[config.mk]
export PLATFORM = sky130hd
export DESIGN_NAME = ip_ram_arbiter
export DESIGN_NICKNAME = d
export VERILOG_FILES = /design/src/rtl/ip_ram_arbiter_pkg.sv /design/src/rtl/ip_ram_arb_port.sv /design/src/rtl/ip_ram_arbiter.sv
export SDC_FILE = /design/constraint.sdc
export NUM_CORES = 1
export LEC_CHECK = 0
export BUFFER_PORTS_ARGS = -buffer_cell sky130_fd_sc_hd__buf_2
export CORE_ASPECT_RATIO = 2
export CORE_MARGIN = 8
export CORE_UTILIZATION = 45
export CTS_BUF_LIST = sky130_fd_sc_hd__clkbuf_8
export DETAILED_ROUTE_END_ITERATION = 6
export GPL_TIMING_DRIVEN = 1
export PLACE_DENSITY = 0.8
export REMOVE_ABC_BUFFERS = 1
export SETUP_SLACK_MARGIN = 0.5
export SLEW_MARGIN = 15
export SYNTH_ARGS = -nofsm -noshare
export SYNTH_HDL_FRONTEND = slang
export SYNTH_SLANG_ARGS = --single-unit
[constraint.sdc]
create_clock -name clk -period 4.6 [get_ports clk]
set_input_delay 0.23 -clock clk [delete_from_list [all_inputs] [get_ports clk]]
set_output_delay 0.23 -clock clk [all_outputs]
set_load 0.01 [all_outputs]
[src/rtl/ip_ram_arbiter_pkg.sv]
// Shared encodings for the two-port RAM arbiter: FSM states, port ids,
// access kinds and the round-robin selection helper.
package ip_ram_arbiter_pkg;

    typedef enum logic [1:0] {
        ST_IDLE    = 2'd0,
        ST_ISSUE   = 2'd1,
        ST_WAIT_RD = 2'd2
    } state_t;

    typedef enum logic {
        PORT_A = 1'b0,
        PORT_B = 1'b1
    } port_t;

    typedef enum logic {
        KIND_RD = 1'b0,
        KIND_WR = 1'b1
    } kind_t;

    // Pick the port to serve: the only requester, or under contention the
    // port that did not win the previous contention.
    function automatic port_t rr_pick(input logic pend_a, input logic pend_b,
                                      input port_t last_grant);
        if (pend_a && pend_b) begin
            return (last_grant == PORT_A) ? PORT_B : PORT_A;
        end else if (pend_a) begin
            return PORT_A;
        end else begin
            return PORT_B;
        end
    endfunction

endpackage

[src/rtl/ip_ram_arb_port.sv]
// Per-client request latch: captures one rd/wr pulse with its address and
// data, holds it as pending until the arbiter clears it, and drops any
// pulse that arrives while a request is already pending.
module ip_ram_arb_port
    import ip_ram_arbiter_pkg::*;
#(
    parameter int ADDR_W = 22,
    parameter int DATA_W = 8
) (
    input  logic              clk,
    input  logic              n_reset,
    input  logic              req_rd,
    input  logic              req_wr,
    input  logic [ADDR_W-1:0] req_address,
    input  logic [DATA_W-1:0] req_wdata,
    input  logic              clear,
    output logic              pending,
    output logic [ADDR_W-1:0] address,
    output logic [DATA_W-1:0] wdata,
    output logic              kind
);

    logic take;

    // A new pulse is accepted only when nothing is pending; a pulse on the
    // clearing edge is still seen with pending high and so is dropped.
    assign take = !pending && (req_rd || req_wr);

    // Pending flag and access kind; the flag only falls on an explicit clear.
    always_ff @(posedge clk or negedge n_reset) begin
        if (!n_reset) begin
            pending <= 1'b0;
            kind    <= KIND_RD;
        end else if (pending) begin
            if (clear) begin
                pending <= 1'b0;
            end
        end else if (take) begin
            pending <= 1'b1;
            kind    <= req_rd ? KIND_RD : KIND_WR;
        end
    end

    // Captured address/data, only meaningful while pending is high.
    always_ff @(posedge clk) begin
        if (take) begin
            address <= req_address;
            wdata   <= req_wdata;
        end
    end

endmodule

[src/rtl/ip_ram_arbiter.sv]
// Shares one RAM controller interface between two clients. Each client's
// pulse is latched, one access is issued at a time with round-robin
// fairness under contention, and read data is routed to the owner only.
module ip_ram_arbiter
    import ip_ram_arbiter_pkg::*;
#(
    parameter int ADDR_W = 22,
    parameter int DATA_W = 8
) (
    input  logic              clk,
    input  logic              n_reset,
    input  logic              a_rd,
    input  logic              a_wr,
    input  logic [ADDR_W-1:0] a_address,
    input  logic [DATA_W-1:0] a_wdata,
    output logic              a_busy,
    output logic [DATA_W-1:0] a_rdata,
    output logic              a_rdata_en,
    input  logic              b_rd,
    input  logic              b_wr,
    input  logic [ADDR_W-1:0] b_address,
    input  logic [DATA_W-1:0] b_wdata,
    output logic              b_busy,
    output logic [DATA_W-1:0] b_rdata,
    output logic              b_rdata_en,
    output logic              rd,
    output logic              wr,
    input  logic              busy,
    output logic [ADDR_W-1:0] address,
    output logic [DATA_W-1:0] wdata,
    input  logic [DATA_W-1:0] rdata,
    input  logic              rdata_en
);

    state_t            state, next_state;
    port_t             owner, last_grant, grant_port;
    logic              grant;
    logic              pend_a, pend_b, clear_a, clear_b;
    logic              kind_a, kind_b, owner_kind, grant_kind;
    logic [ADDR_W-1:0] addr_a, addr_b;
    logic [DATA_W-1:0] wdata_a, wdata_b;
    logic              resp;

    ip_ram_arb_port #(.ADDR_W(ADDR_W), .DATA_W(DATA_W)) u_port_a (
        .clk(clk), .n_reset(n_reset),
        .req_rd(a_rd), .req_wr(a_wr), .req_address(a_address), .req_wdata(a_wdata),
        .clear(clear_a), .pending(pend_a), .address(addr_a), .wdata(wdata_a), .kind(kind_a)
    );

    ip_ram_arb_port #(.ADDR_W(ADDR_W), .DATA_W(DATA_W)) u_port_b (
        .clk(clk), .n_reset(n_reset),
        .req_rd(b_rd), .req_wr(b_wr), .req_address(b_address), .req_wdata(b_wdata),
        .clear(clear_b), .pending(pend_b), .address(addr_b), .wdata(wdata_b), .kind(kind_b)
    );

    assign a_busy     = pend_a;
    assign b_busy     = pend_b;
    assign owner_kind = (owner == PORT_A) ? kind_a : kind_b;
    assign grant_kind = (grant_port == PORT_A) ? kind_a : kind_b;

    // State register.
    always_ff @(posedge clk or negedge n_reset) begin
        if (!n_reset) begin
            state <= ST_IDLE;
        end else begin
            state <= next_state;
        end
    end

    // Next state, grant decision and pending clears for the owning port.
    always_comb begin
        next_state = state;
        grant      = 1'b0;
        grant_port = PORT_A;
        clear_a    = 1'b0;
        clear_b    = 1'b0;
        case (state)
            ST_IDLE: begin
                if (!busy && (pend_a || pend_b)) begin
                    grant      = 1'b1;
                    grant_port = rr_pick(pend_a, pend_b, last_grant);
                    next_state = ST_ISSUE;
                end
            end
            ST_ISSUE: begin
                if (owner_kind == KIND_WR) begin
                    clear_a    = (owner == PORT_A);
                    clear_b    = (owner == PORT_B);
                    next_state = ST_IDLE;
                end else begin
                    next_state = ST_WAIT_RD;
                end
            end
            ST_WAIT_RD: begin
                if (rdata_en) begin
                    clear_a    = (owner == PORT_A);
                    clear_b    = (owner == PORT_B);
                    next_state = ST_IDLE;
                end
            end
            default: next_state = ST_IDLE;
        endcase
    end

    // RAM-side strobes and address/data; strobes last exactly the ISSUE
    // cycle, address/data hold until the next grant.
    always_ff @(posedge clk or negedge n_reset) begin
        if (!n_reset) begin
            rd         <= 1'b0;
            wr         <= 1'b0;
            address    <= '0;
            wdata      <= '0;
            owner      <= PORT_A;
            last_grant <= PORT_B;
        end else begin
            rd <= 1'b0;
            wr <= 1'b0;
            if (grant) begin
                owner   <= grant_port;
                address <= (grant_port == PORT_A) ? addr_a : addr_b;
                wdata   <= (grant_port == PORT_A) ? wdata_a : wdata_b;
                rd      <= (grant_kind == KIND_RD);
                wr      <= (grant_kind == KIND_WR);
                if (pend_a && pend_b) begin
                    last_grant <= grant_port;
                end
            end
        end
    end

    // Read data is forwarded only to the owner, and only while waiting for it.
    assign resp       = (state == ST_WAIT_RD) && rdata_en;
    assign a_rdata_en = resp && (owner == PORT_A);
    assign b_rdata_en = resp && (owner == PORT_B);
    assign a_rdata    = a_rdata_en ? rdata : '0;
    assign b_rdata    = b_rdata_en ? rdata : '0;

endmodule

# [After elaboration in Yosys (flattened, before gate mapping)]
# Index checks and enable logic that the tools add are counted.
[op_classes] n_bitwise=4 eq_ne=4 reduce_logical=18 n_mux=33
[ops] cell="8-bit two-way mux" count=3
[ops] cell="1-bit two-way mux" count=23
[ops] cell="22-bit two-way mux" count=1
[ops] cell="2-bit AND reduction" count=4
[ops] cell="1-bit logical AND" count=7
[ops] cell="2-bit two-way mux" count=3
[ops] cell="2-bit one-hot mux with 3 select lines" count=1
[ops] cell="2-bit != test, second input constant" count=2
[ops] cell="1-bit NOT" count=4
[ops] cell="1-bit one-hot mux with 2 select lines" count=2
[ops] cell="1-bit logical NOT" count=3
[ops] cell="1-bit logical OR" count=3
[ops] cell="2-bit by 1-bit == test with 1-bit output, second input constant" count=1
[ops] cell="2-bit == test, second input constant" count=1
[ops] cell="2-bit logical NOT" count=1
[word_totals] out_inout_bits=52 inputBits=76 word_cells=74 ff_bits=100

# [Depth between registers and ports, before layout]
# Gate-level depths: netlist (run 1).
[depth] word_depth=7 mapped_depth=7 ltp_nobuf=5

# [By module]
# A second synthesis (run 1) with hierarchy kept.
[hier_totals] cells_unflattened=310 hier_area_um2=4199.0
[by_module_without_submodules] module="ip_ram_arbiter" area_per_inst_um2=2212.1 seq_area_each_um2=902.1 instances=1 cells_per_inst=232
[by_module_without_submodules] module="ip_ram_arb_port" area_per_inst_um2=993.5 seq_area_each_um2=950.9 instances=2 cells_per_inst=39

# [Worst setup path after synthesis (run 1)]
# No wires, ideal clock.
[synth_timing] path_kind="register to register" startpoint="register u_port_b.pending" endpoint="register u_port_b.address[0] (enable)" path_buffers=0 required_time_ns=4.178 path_stages_with_launch=2 setup_slack_ns=2.326 arrival_ns=1.852 synth_period_minus_slack_ns=2.274 setup_ns=0.422 path_cell_list="dfrtp_1 -> nor2_1"
[synth_via] elab_chain_len=2
[synth_rtl] item="start: declaration" line_no="ip_ram_arb_port.sv:17" text="output logic pending,"
[synth_rtl] item="start signal: assignment" line_no="ip_ram_arb_port.sv:32" text="pending <= 1'b0;"
[synth_rtl] item="start signal: assignment" line_no="ip_ram_arb_port.sv:36" text="pending <= 1'b0;"
[synth_rtl] item="start signal: assignment" line_no="ip_ram_arb_port.sv:39" text="pending <= 1'b1;"
[synth_rtl] item="1-bit logical NOT" line_no="ip_ram_arb_port.sv:27" text="assign take = !pending && (req_rd || req_wr);"
[synth_rtl] item="1-bit logical AND" line_no="ip_ram_arb_port.sv:27"
[synth_rtl] item="named net u_port_b.take" line_no="ip_ram_arb_port.sv:23" text="logic take;"
[synth_rtl] item="end signal: assignment" line_no="ip_ram_arb_port.sv:47" text="address <= req_address;"
[synth_rtl] item="end: declaration" line_no="ip_ram_arb_port.sv:18" text="output logic [ADDR_W-1:0] address,"
# The timed path passes the listed nets, and every way through them passes these cells.
# A chain may end at the register's enable or synchronous reset.

# [Worst setup path after layout (run 1)]
[layout_timing] startpoint="register u_port_b.pending" endpoint="register wdata[3]"
[layout_via] elab_chain_len=5 elab_cells_between_ends=9 classes_between="6 x mux; 3 x reduce/logical"
[layout_rtl] item="1-bit logical AND or 1-bit logical OR (tied branches)" line_no="ip_ram_arbiter_pkg.sv:25, ip_ram_arbiter.sv:79"
[layout_rtl] item="1-bit two-way mux or 1-bit logical AND (tied branches)" line_no="ip_ram_arbiter_pkg.sv:25, ip_ram_arbiter.sv:79"
[layout_rtl] item="1-bit two-way mux" line_no="ip_ram_arbiter.sv:79" text="if (!busy && (pend_a || pend_b)) begin"
[layout_rtl] item="1-bit two-way mux" line_no="ip_ram_arbiter.sv:77" text="case (state)"
[layout_rtl] item="8-bit two-way mux" line_no="ip_ram_arbiter.sv:121" text="wdata <= (grant_port == PORT_A) ? wdata_a : wdata_b;"
[layout_rtl] item="end signal: assignment" line_no="ip_ram_arbiter.sv:121"
[layout_rtl] item="end: declaration" line_no="ip_ram_arbiter.sv:30" text="output logic [DATA_W-1:0] wdata,"
# Parallel ways exist; a longest one is shown, timed or not.

==> metrics, run 1 <==
outcome=completed; Max Fclk=0.506 GHz; sequential cell fraction of total power=44.3%; final net count=501; # IOs=128; Async S/R FF share, synth=40.0%; max_slew headroom=28.1%; reg2reg path depth=3; leading area contributor after synthesis=edfxtp_1; ratio of cells with drive above 1 in the final layout=42.7%; routed len/inst=18.8 um; GRT Overall Usage=15.8%; Worst R2R Start=u_port_b.pending; Setup violations, final=0; Cell Pwr Density=636 nW/um2; max cap viols=0; Sw Share=37.5%; Yosys warnings=0; Worst Setup Path Type=reg2reg; clock skew=0.0158 ns; Clock Power Share=18.4%; switching pwr=1.21 mW; Core Rows=49; Clock transition at path regs=0.10 ns; port buffer count=127; Max Buffers Root-to-Sink=2; Placed Area=4820 um2; r2r setup slk=2.62 ns; min Tclk post-route=1.98 ns; r2r endpoint=wdata[3]; critical path launch point type=flop; most numerous cell in the Yosys netlist=edfxtp_1; Post-synth EDFFs=60; die area=12800 um2; Synth area leaders=edfxtp_1, dfrtp_1, a31oi_2; Least-Margin Pin Slew=1.07 ns; CTS tree=yes; Placer Congestion=0.781; Slew Viols, Final=0; via count=2908; drt total wl=9950 um; Hold Fails Final Rpt=0; Worst Hold Class=in2reg; hold path depth=1; CTS Buf Count=9; WHS=0.0338 ns; synthesized instance count=304; hold wc startpoint=b_address[14]; DR pass1 iterations=4; vias in the first global route=3214; core footprint=9010 um2; setup bufs post-CTS=0; Critical Path, Cell by Cell=nor2b_2 -> o21ai_0 -> a31oi_2; CP Capture Type=flop; Critical Path RT=4.88 ns; diodes inserted=0; Initial Utilization=46.2%; GRT overflow=0; worst hold endpoint=u_port_b.address[14]; overall power=3.22 mW; P_leak=2.08 nW; largest net degree at the start of global routing=41; synth unique cells=30; Logic pwr share=37.2%; initial antenna violation count=0; clock root buffer=clkbuf_8; Area growth syn-to-layout=21.5%; antenna-violating nets left=0; hpwl dp=7220 um; maximum vdd drop=0.282 mV; setup TNS=0 ns; fillers=752; DIE WIDTH=84.0 um; Internal=2.01 mW; Starting DRT DRC Count=227; design area=5060 um2; Clock Latency Late Sink=0.36 ns; Worst path slowest cell=nor2b_2; RSZ-0062 raised after global routing=false; synthesized area=4160 um2; Die H=152 um; clk sinks=100; first-pass GRT wire length=15900 um; vias per std cell=5.51; Synth top cells by count=edfxtp_1, dfrtp_1, o21ai_0; fin util=56.1%; # DRC=0; top-area cell type share of the netlist area=43.3%; CTS H-tree depth=3; Post-synth top flop=edfxtp_1; crit share post-route=42.9%; post-synthesis sequential area ratio=67.4%; WP data arrival=2.26 ns; Crit Path Max Fanout=31; flops & latches, synth=100; CP max stage delay=0.92 ns; mean post-synth cell area=13.7 um2
[power by group through the flow]
stage	Clock [mW]	Combinational (mW)	Sequential (mW)
after floorplan	0	0.691	1.49
after global placement	0	1.17	1.42
after detailed placement	0	1.22	1.44
after CTS	0.605	1.22	1.42
after global routing	0.645	1.32	1.46
final	0.594	1.20	1.43
[registers in the layout (all words and copies together) (netlist names), 2 cells and up]
name and flops:
address 22, u_port_a.address 22, u_port_b.address 22, u_port_a.wdata 8, u_port_b.wdata 8, wdata 8
state 2
[layout by cell type (no fill, tap or decap), drive strengths merged, types with 2 or more instances in the layout]
cell type    instances
a21o                 2
a21oi               31
a31oi               31
and2                17
and3                 3
buf                131
bufinv               2
clkbuf               9
clkinv               3
dfrtp               39
dlygate4sd3          2
edfxtp              60
ha                   4
inv                  9
mux2i                3
nand2                2
nand2b               2
nand3               31
nor2                 2
o2111ai              2
o21ai               32
[repair_timing]
| item | 4_1_cts | 5_1_grt |
|---|---|---|
| gates resized for setup | 0 | 0 |
| endpoints found under the hold margin | 11 | 1 |
| hold buffers | 1 | 1 |
[cells by family (layout without fill, tap and decap cells)]
kind of cell,after synthesis,count (layout),share of synthesized area [%]
AND/OR/NAND/NOR,59,59,7.76
multiplexers,4,4,0.992
buffers and inverters,34,156,4.18
flip-flops,100,100,67.4
adder cells (fa/ha/maj),4,4,1.20
AO/OA/AOI/OAI,102,102,18.3
XOR/XNOR,1,1,0.210
[worst max-delay path: cells and delay by family, from the launching register on]
| kind | cells | cell delay [ns] |
|---|---|---|
| AND/OR/NAND/NOR | 1 | 0.92 |
| flip-flops | 1 | 0.51 |
| AO/OA/AOI/OAI | 2 | 0.46 |
[how the worst max path moves through the flow]
stage | from | endpoint | slack, ns | cells after the start
finish | u_port_b.pending | wdata[3] | 2.62 | 3
global route | u_port_b.pending | wdata[2] | 2.43 | 3
CTS | last_grant | address[17] | 2.49 | 3
detailed placement | last_grant | address[17] | 2.51 | 3
global placement | last_grant | rd | 2.64 | 3
floorplan | u_port_a.pending | owner | 2.16 | 3
[area by class of cell]
| class | count | area, um2 | share of cell area (%) |
|---|---|---|---|
| Clock buffer | 9 | 124 | 2.45 |
| Timing Repair Buffer | 133 | 686 | 13.6 |
| Inverter | 7 | 26.3 | 0.520 |
| Sequential cell | 100 | 2800 | 55.4 |
| Multi-Input combinational cell | 170 | 1200 | 23.7 |
| Clock inverter | 7 | 92.6 | 1.83 |
| Tap cell | 102 | 128 | 2.52 |
[layer usage]
metal  vias to the layer above  routed length, um  global-route usage (%)
met1                      1398               3290                    14.6
met3                        24                637                    4.44
met2                       125               5670                    29.4
li1                       1361                  -                       -
met5                         -                  0                       0
met4                         0                352                    9.28
[metrics by stage]
| step | setup slack [ns] | std cells |
|---|---|---|
| floorplan | 2.16 | 277 |
| global placement | 2.64 | 510 |
| detailed placement | 2.51 | 510 |
| CTS | 2.49 | 527 |
| global route | 2.43 | 528 |
| finish | 2.62 | 528 |
No activity file was read; power rests on OpenSTA's default activity.
==> run 2, diff against run 1 <==
--- a/config.mk
+++ b/config.mk
@@ -5,6 +5,7 @@
 export SDC_FILE = /design/constraint.sdc
 export NUM_CORES = 1
 export LEC_CHECK = 0
+export ABC_AREA = 1
 export BUFFER_PORTS_ARGS = -buffer_cell sky130_fd_sc_hd__buf_2
 export CORE_ASPECT_RATIO = 2
 export CORE_MARGIN = 8
@@ -12,7 +13,7 @@
 export CTS_BUF_LIST = sky130_fd_sc_hd__clkbuf_8
 export DETAILED_ROUTE_END_ITERATION = 6
 export GPL_TIMING_DRIVEN = 1
-export PLACE_DENSITY = 0.8
+export PLACE_DENSITY = 0.84
 export REMOVE_ABC_BUFFERS = 1
 export SETUP_SLACK_MARGIN = 0.5
 export SLEW_MARGIN = 15
==> constraint.sdc (replaced) <==
create_clock -name clk -period 1.61 [get_ports clk]
set_input_delay 0.0805 -clock clk [delete_from_list [all_inputs] [get_ports clk]]
set_output_delay 0.0805 -clock clk [all_outputs]
set_load 0.01 [all_outputs]
==> run 2 against run 1 <==
Against the previous run:
- worst setup slack worse by 2.6 ns
- sequential power rose to 2.8 times the previous value
- worst hold slack improved by 0.026 ns
- global-route usage rose by 3.9 points
- register-to-register slack got worse by 2.6 ns
- clock-buffer cell count increased by 2
- final area up 24%
- power increased to 3.2 times the previous value
- largest power group is now combinational logic
==> metrics, run 2 <==
outcome=completed (unchanged); Initial Utilization=46.3% (was 46.2%); synth unique cells=24 (was 30); die area=12400 um2 (was 12800 um2); leading area contributor after synthesis=edfxtp_1 (unchanged); setup TNS=0 ns (unchanged); first-pass GRT wire length=18100 um (was 15900 um); RSZ-0062 raised after global routing=true (was false); Worst path slowest cell=dfrtp_1 (was nor2b_2); crit share post-route=97.1% (was 42.9%); # IOs=128 (unchanged); vias per std cell=4.99 (was 5.51); hpwl dp=7350 um (was 7220 um); CTS H-tree depth=3 (unchanged); Synth top cells by count=nand2_1, edfxtp_1, nor2_1 (was edfxtp_1, dfrtp_1, o21ai_0); Simple-Gate Fraction of Synth Area=19.8% (was 7.75%); cell repeated most along the worst path=inv_1; Yosys warnings=0 (unchanged); Post-synth top flop=edfxtp_1 (unchanged); diodes inserted=0 (unchanged); clock skew=0.0148 ns (was 0.0158 ns); Post-Synth XOR/XNOR Area=0% (was 0.210%); synthesized-area fraction occupied by adder cells=1.25% (was 1.20%); post-synthesis sequential area ratio=70.0% (was 67.4%); Cell Pwr Density=1650 nW/um2 (was 636 nW/um2); Core Rows=48 (was 49); GRT Overall Usage=19.8% (was 15.8%); initial antenna violation count=0 (unchanged); Clock transition at path regs=0.09 ns (was 0.10 ns); max_slew headroom=64.3% (was 28.1%); CP max stage delay=0.43 ns (was 0.92 ns); fin util=72.3% (was 56.1%); port buffer count=127 (unchanged); WL met2=7150 um (was 5670 um); Critical Path, Cell by Cell=inv_1 -> ha_4 -> inv_2 -> nor2_4 -> clkbuf_16 -> nand3_1 -> nand2_2 -> inv_1 (was nor2b_2 -> o21ai_0 -> a31oi_2); ratio of cells with drive above 1 in the final layout=39.8% (was 42.7%); met3 WL=833 um (was 637 um); most numerous cell in the Yosys netlist=nand2_1 (was edfxtp_1); WHS=0.0597 ns (was 0.0338 ns); Placer Congestion=0.859 (was 0.781); Crit Path Max Fanout=7 (was 31); overall power=10.3 mW (was 3.22 mW); GRT overflow=0 (unchanged); routed len/inst=18.0 um (was 18.8 um); Clock Latency Late Sink=0.36 ns (about the same); fin worst setup slack=0.0471 ns (was 2.62 ns); pre-CTS setup slack=0.110 ns (was 2.51 ns); Setup violations, final=0 (unchanged); vias in the first global route=3586 (was 3214); mean post-synth cell area=10.9 um2 (was 13.7 um2); largest family of logic cells by synthesized area=simple AND/OR/NAND/NOR gates (was compound AO/OA/AOI/OAI gates); most common cell after layout, fill and taps aside=buf_2 (unchanged); top-area cell type share of the netlist area=45.0% (was 43.3%); clk sinks=100 (unchanged); Die H=149 um (was 152 um); Max Buffers Root-to-Sink=2 (unchanged); critical path launch point type=flop (unchanged); core footprint=8650 um2 (was 9010 um2); Max Fclk=0.640 GHz (was 0.506 GHz); r2r setup slk=0.05 ns (was 2.62 ns); clock root buffer=clkbuf_8 (unchanged); Reg area=2810 um2 (was 2800 um2); P_leak=2.89 nW (was 2.08 nW); Worst Setup Path Type=reg2reg (unchanged); met1 wire length=3930 um (was 3290 um); Critical Path RT=1.86 ns (was 4.88 ns); mux cell area share after synthesis=0% (was 0.992%); r2r endpoint=address[17] (was wdata[3]); via count=3447 (was 2908); synthesized area=4010 um2 (was 4160 um2); CTS Buf Count=9 (unchanged); CTS tree=yes (unchanged); reg2reg path depth=8 (was 3); Starting DRT DRC Count=267 (was 227); Post-synth EDFFs=60 (unchanged); flops & latches, synth=100 (unchanged); drt total wl=12500 um (was 9950 um); synthesized instance count=366 (was 304); worst hold endpoint=u_port_a.pending (was u_port_b.address[14]); hold path depth=3 (was 1); final net count=666 (was 501); biggest regs=address (22), u_port_a.address (22), u_port_b.address (22) (unchanged); Synth Area in Compound Gates=3.28% (was 18.3%); Area growth syn-to-layout=56.1% (was 21.5%); largest net degree at the start of global routing=24 (was 41); CP Capture Type=flop (unchanged); min Tclk post-route=1.56 ns (was 1.98 ns); Worst R2R Start=state[1] (was u_port_b.pending); Slew Viols, Final=0 (unchanged); Worst Hold Class=in2reg (unchanged); DIE WIDTH=82.7 um (was 84.0 um); maximum vdd drop=0.944 mV (was 0.282 mV); Hold Fails Final Rpt=0 (unchanged); Synth area leaders=edfxtp_1, dfrtp_1, nand2_1 (was edfxtp_1, dfrtp_1, a31oi_2); top layer in use=met4 (unchanged); Async S/R FF share, synth=40.0% (unchanged); WP data arrival=1.81 ns (was 2.26 ns); max cap viols=0 (unchanged); # DRC=0 (unchanged); hold wc startpoint=a_wr (was b_address[14]); antenna-violating nets left=0 (unchanged); fillers=602 (was 752); Least-Margin Pin Slew=0.536 ns (was 1.07 ns); most frequent cells in the layout=buf_2, nand2_1, dlygate4sd3_1, edfxtp_1, dfrtp_1 (was buf_2, edfxtp_1, dfrtp_1, o21ai_0); Multi-input gate area=1210 um2 (was 1200 um2); DR pass1 iterations=5 (was 4)
[run 2: how the worst max path moves through the flow]
stage	startpoint	to	slack [ns]	cells after the start
CTS	state[0]	a_rdata[1]	0.06	7
global route	state[0]	b_rdata[4]	-0.07	7
global placement	state[0]	wdata[5]	0.20	7
detailed placement	state[0]	address[11]	0.11	7
finish	state[1]	address[17]	0.05	8
floorplan	u_port_b.pending	u_port_b.kind	-0.69	4
[run 2: metal layers]
metal,track usage (%),vias to the layer above
met2,36.6,158
met1,18.4,1630
met3,4.15,36
met5,0,-
li1,-,1623
met4,11.8,0
[run 2: stage by stage]
step / cell area [um2] / std cells
final: 6250 / 691
after global routing: 6250 / 691
after CTS: 5950 / 684
after detailed placement: 4830 / 593
after global placement: 4830 / 593
after floorplan: 3920 / 353
[run 2: logic make-up after synthesis]
| logic type | count (synthesis) |
|---|---|
| AO/OA/AOI/OAI | 25 |
| adder cells (fa/ha/maj) | 4 |
| flip-flops | 100 |
| buffers and inverters | 50 |
| AND/OR/NAND/NOR | 187 |
[run 2: critical path, delay by kind of cell, from the launching register on]
family        cells  cell delay, ns
flops             1            0.43
fa+ha+maj         1            0.19
simple gates      3            0.37
buf+inv           4            0.47
[run 2: power breakdown]
part / internal, mW / total (mW) / switching (mW)
logic: 2.05 / 4.68 / 2.63
registers: 3.60 / 4.00 / 0.403
clock network: 0.807 / 1.64 / 0.832
total: 6.46 / 10.3 / 3.86
[run 2: cell type report]
cell class	count	share of cell area (%)
clock buffers	11	2.42
inverters	37	2.62
multi-input cells	219	19.4
clock inverters	5	0.941
flip-flops and latches	100	44.9
repair buffers	219	27.8
well taps	100	2.00
[run 2: timing repair]
action	4_1_cts	5_1_grt
gates cloned	5	6
hold buffers	63	0
gates resized for setup	35	58
endpoints found under the hold margin	82	0
buffers inserted	7	1
setup endpoints to repair	118	118
pin swaps	7	9
==> run 3, diff against run 2 <==
--- a/config.mk
+++ b/config.mk
@@ -10,7 +10,7 @@
 export CORE_ASPECT_RATIO = 2
 export CORE_MARGIN = 8
 export CORE_UTILIZATION = 45
-export CTS_BUF_LIST = sky130_fd_sc_hd__clkbuf_8
+export CTS_BUF_LIST = sky130_fd_sc_hd__clkbuf_16
 export DETAILED_ROUTE_END_ITERATION = 6
 export GPL_TIMING_DRIVEN = 1
 export PLACE_DENSITY = 0.84
==> run 3 against run 2 <==
Against the previous run:
- core utilization is 0.93 points lower
- routed wire length hardly changed
- clock-buffer cell count is 2 lower
- die area stayed put
- final area is 1.3% lower
- critical path depth is 1 higher
- power is 1.1% higher
- register-to-register slack better by 0.04 ns
- worst setup slack better by 0.040 ns
- flip-flop and latch count stayed put
- clock power is 28% higher
- maximum frequency is 2.6% higher
- highest routed layer unchanged
==> metrics, run 3 (synthesis gave the netlist of run 2 again) <==
drt total wl=12500 um (about the same); DIE WIDTH=82.7 um (unchanged); maximum vdd drop=1.12 mV (was 0.944 mV); Max Fclk=0.657 GHz (was 0.640 GHz); GRT overflow=0 (unchanged); GRT Overall Usage=19.8% (about the same); fillers=603 (was 602); Worst path slowest cell=dfrtp_1 (unchanged); hold wc startpoint=a_rd (was a_wr); antenna-violating nets left=0 (unchanged); Critical Path, Cell by Cell=inv_2 -> buf_4 -> ha_4 -> inv_2 -> nor2_4 -> buf_16 -> nand3_1 -> nand2_1 -> inv_1 (was inv_1 -> ha_4 -> inv_2 -> nor2_4 -> clkbuf_16 -> nand3_1 -> nand2_2 -> inv_1); vias per std cell=4.95 (was 4.99); # IOs=128 (unchanged); worst hold endpoint=u_port_a.pending (unchanged); cell repeated most along the worst path=inv_2 (was inv_1); clk sinks=100 (unchanged); Logic pwr share=41.3% (was 45.3%); WL met2=6960 um (was 7150 um); Worst Hold Class=in2reg (unchanged); Cell Pwr Density=1690 nW/um2 (was 1650 nW/um2); Clock Latency Late Sink=0.34 ns (was 0.36 ns); DR pass1 iterations=5 (unchanged); clock root buffer=clkbuf_16 (was clkbuf_8); biggest regs=address (22), u_port_a.address (22), u_port_b.address (22) (unchanged); most frequent cells in the layout=buf_2, nand2_1, dlygate4sd3_1, edfxtp_1, nor2_1 (was buf_2, nand2_1, dlygate4sd3_1, edfxtp_1, dfrtp_1); Finished Layout Cells=688 (was 691); placed cells=593 (unchanged); WP data arrival=1.77 ns (was 1.81 ns); CTS Buf Count=9 (unchanged); Multi-input gate area=1140 um2 (was 1210 um2); Setup violations, final=0 (unchanged); r2r endpoint=address[8] (was address[17]); # DRC=0 (unchanged); Worst Setup Path Type=reg2reg (unchanged); switching pwr=3.80 mW (was 3.86 mW); final net count=662 (was 666); Internal=6.63 mW (was 6.46 mW); most common cell after layout, fill and taps aside=buf_2 (unchanged); core footprint=8650 um2 (unchanged); largest net degree at the start of global routing=24 (unchanged); Starting DRT DRC Count=223 (was 267); Initial Utilization=46.3% (unchanged); r2r setup slk=0.09 ns (was 0.05 ns); RSZ-0062 raised after global routing=true (unchanged); Die H=149 um (unchanged); Sw Share=36.4% (was 37.4%); first-pass GRT wire length=18000 um (was 18100 um); Slew Viols, Final=0 (unchanged); Reg area=2810 um2 (about the same); die area=12400 um2 (unchanged); CTS H-tree depth=3 (unchanged); Hold Fails Final Rpt=0 (unchanged); clock skew=0.00720 ns (was 0.0148 ns); min Tclk post-route=1.52 ns (was 1.56 ns); CP Capture Type=flop (unchanged); sequential cell fraction of total power=38.6% (was 38.8%); Least-Margin Pin Slew=0.517 ns (was 0.536 ns); vias in the first global route=3643 (was 3586); Clock Power Share=20.1% (was 15.9%); CP max stage delay=0.39 ns (was 0.43 ns); Critical Path RT=1.85 ns (was 1.86 ns); Area growth syn-to-layout=54.1% (was 56.1%); Crit Path Max Fanout=7 (unchanged); top layer in use=met4 (unchanged); CP Buf/Inv Count=5 (was 4); max_slew headroom=65.5% (was 64.3%); Max Buffers Root-to-Sink=2 (unchanged); CTS tree=yes (unchanged); initial antenna violation count=1 (was 0); met3 WL=813 um (was 833 um); port buffer count=127 (unchanged); met1 wire length=4000 um (was 3930 um); Core Rows=48 (unchanged); WHS=0.0780 ns (was 0.0597 ns); Worst R2R Start=state[0] (was state[1]); routed len/inst=18.1 um (was 18.0 um); critical path launch point type=flop (unchanged); Clock transition at path regs=0.07 ns (was 0.09 ns); critical path's top delay family=buffers and inverters (unchanged); ratio of cells with drive above 1 in the final layout=38.0% (was 39.8%); P_leak=2.88 nW (was 2.89 nW); outcome=completed (unchanged); max cap viols=0 (unchanged); Placer Congestion=0.859 (unchanged); via count=3408 (was 3447); hpwl dp=7350 um (unchanged); crit share post-route=94.6% (was 97.1%); hold path depth=3 (unchanged); reg2reg path depth=9 (was 8)
## run 3: power by group through the flow
stage	sequential (mW)	clock (mW)	combinational (mW)
after floorplan	4.17	0	1.67
after detailed placement	4.02	0	3.37
after global placement	3.98	0	3.23
final	4.03	2.10	4.31
after global routing	4.09	2.22	4.70
after CTS	3.98	2.11	3.98
## run 3: final cells by class
type	count	share of cell area, %
sequential	100	45.5
clock buffer	9	3.65
tap	100	2.03
timing repair buffer	217	26.6
multi-input combinational	217	18.5
antenna	1	0.0405
clock inverter	7	1.07
inverter	37	2.66
## run 3: worst min-delay path, stage by stage
cell and delay, ns:
buf_2 0.14, o21ai_4 0.08, nand2_1 0.08
## run 3: worst max-delay path by stage
stage | start | end | depth (start not counted)
2_1_floorplan | u_port_b.pending | u_port_b.kind | 4
3_3_place_gp | state[0] | wdata[5] | 7
3_5_place_dp | state[0] | address[11] | 7
4_1_cts | state[0] | address[17] | 9
5_1_grt | state[0] | b_rdata[4] | 7
6_report | state[0] | address[8] | 9
## run 3: what timing repair did
item | in CTS | in global routing
pin swaps | 5 | 4
hold endpoints to repair | 82 | 0
endpoints found under the setup margin | 118 | 117
gates cloned | 5 | 4
hold buffers | 63 | 0
gates resized for setup | 34 | 33
setup buffers | 4 | 2
## run 3: stage by stage
step	cell area (um2)	TNS, ns	utilization [%]	setup slack, ns	power (mW)
final	6170	0	71.4	0.0870	10.4
after global placement	4830	0	55.9	0.199	7.21
after global routing	6170	-0.0524	71.4	-0.0366	11.0
after floorplan	3920	-23.28	-	-0.687	5.84
after detailed placement	4830	0	55.9	0.110	7.39
after CTS	5990	0	69.3	0.0899	10.1
## run 3: metal layers
layer / track usage, % / vias up
li1: - / 1612
met1: 17.8 / 1581
met2: 36.0 / 165
met3: 5.17 / 50
met4: 13.0 / 0
met5: 0 / -
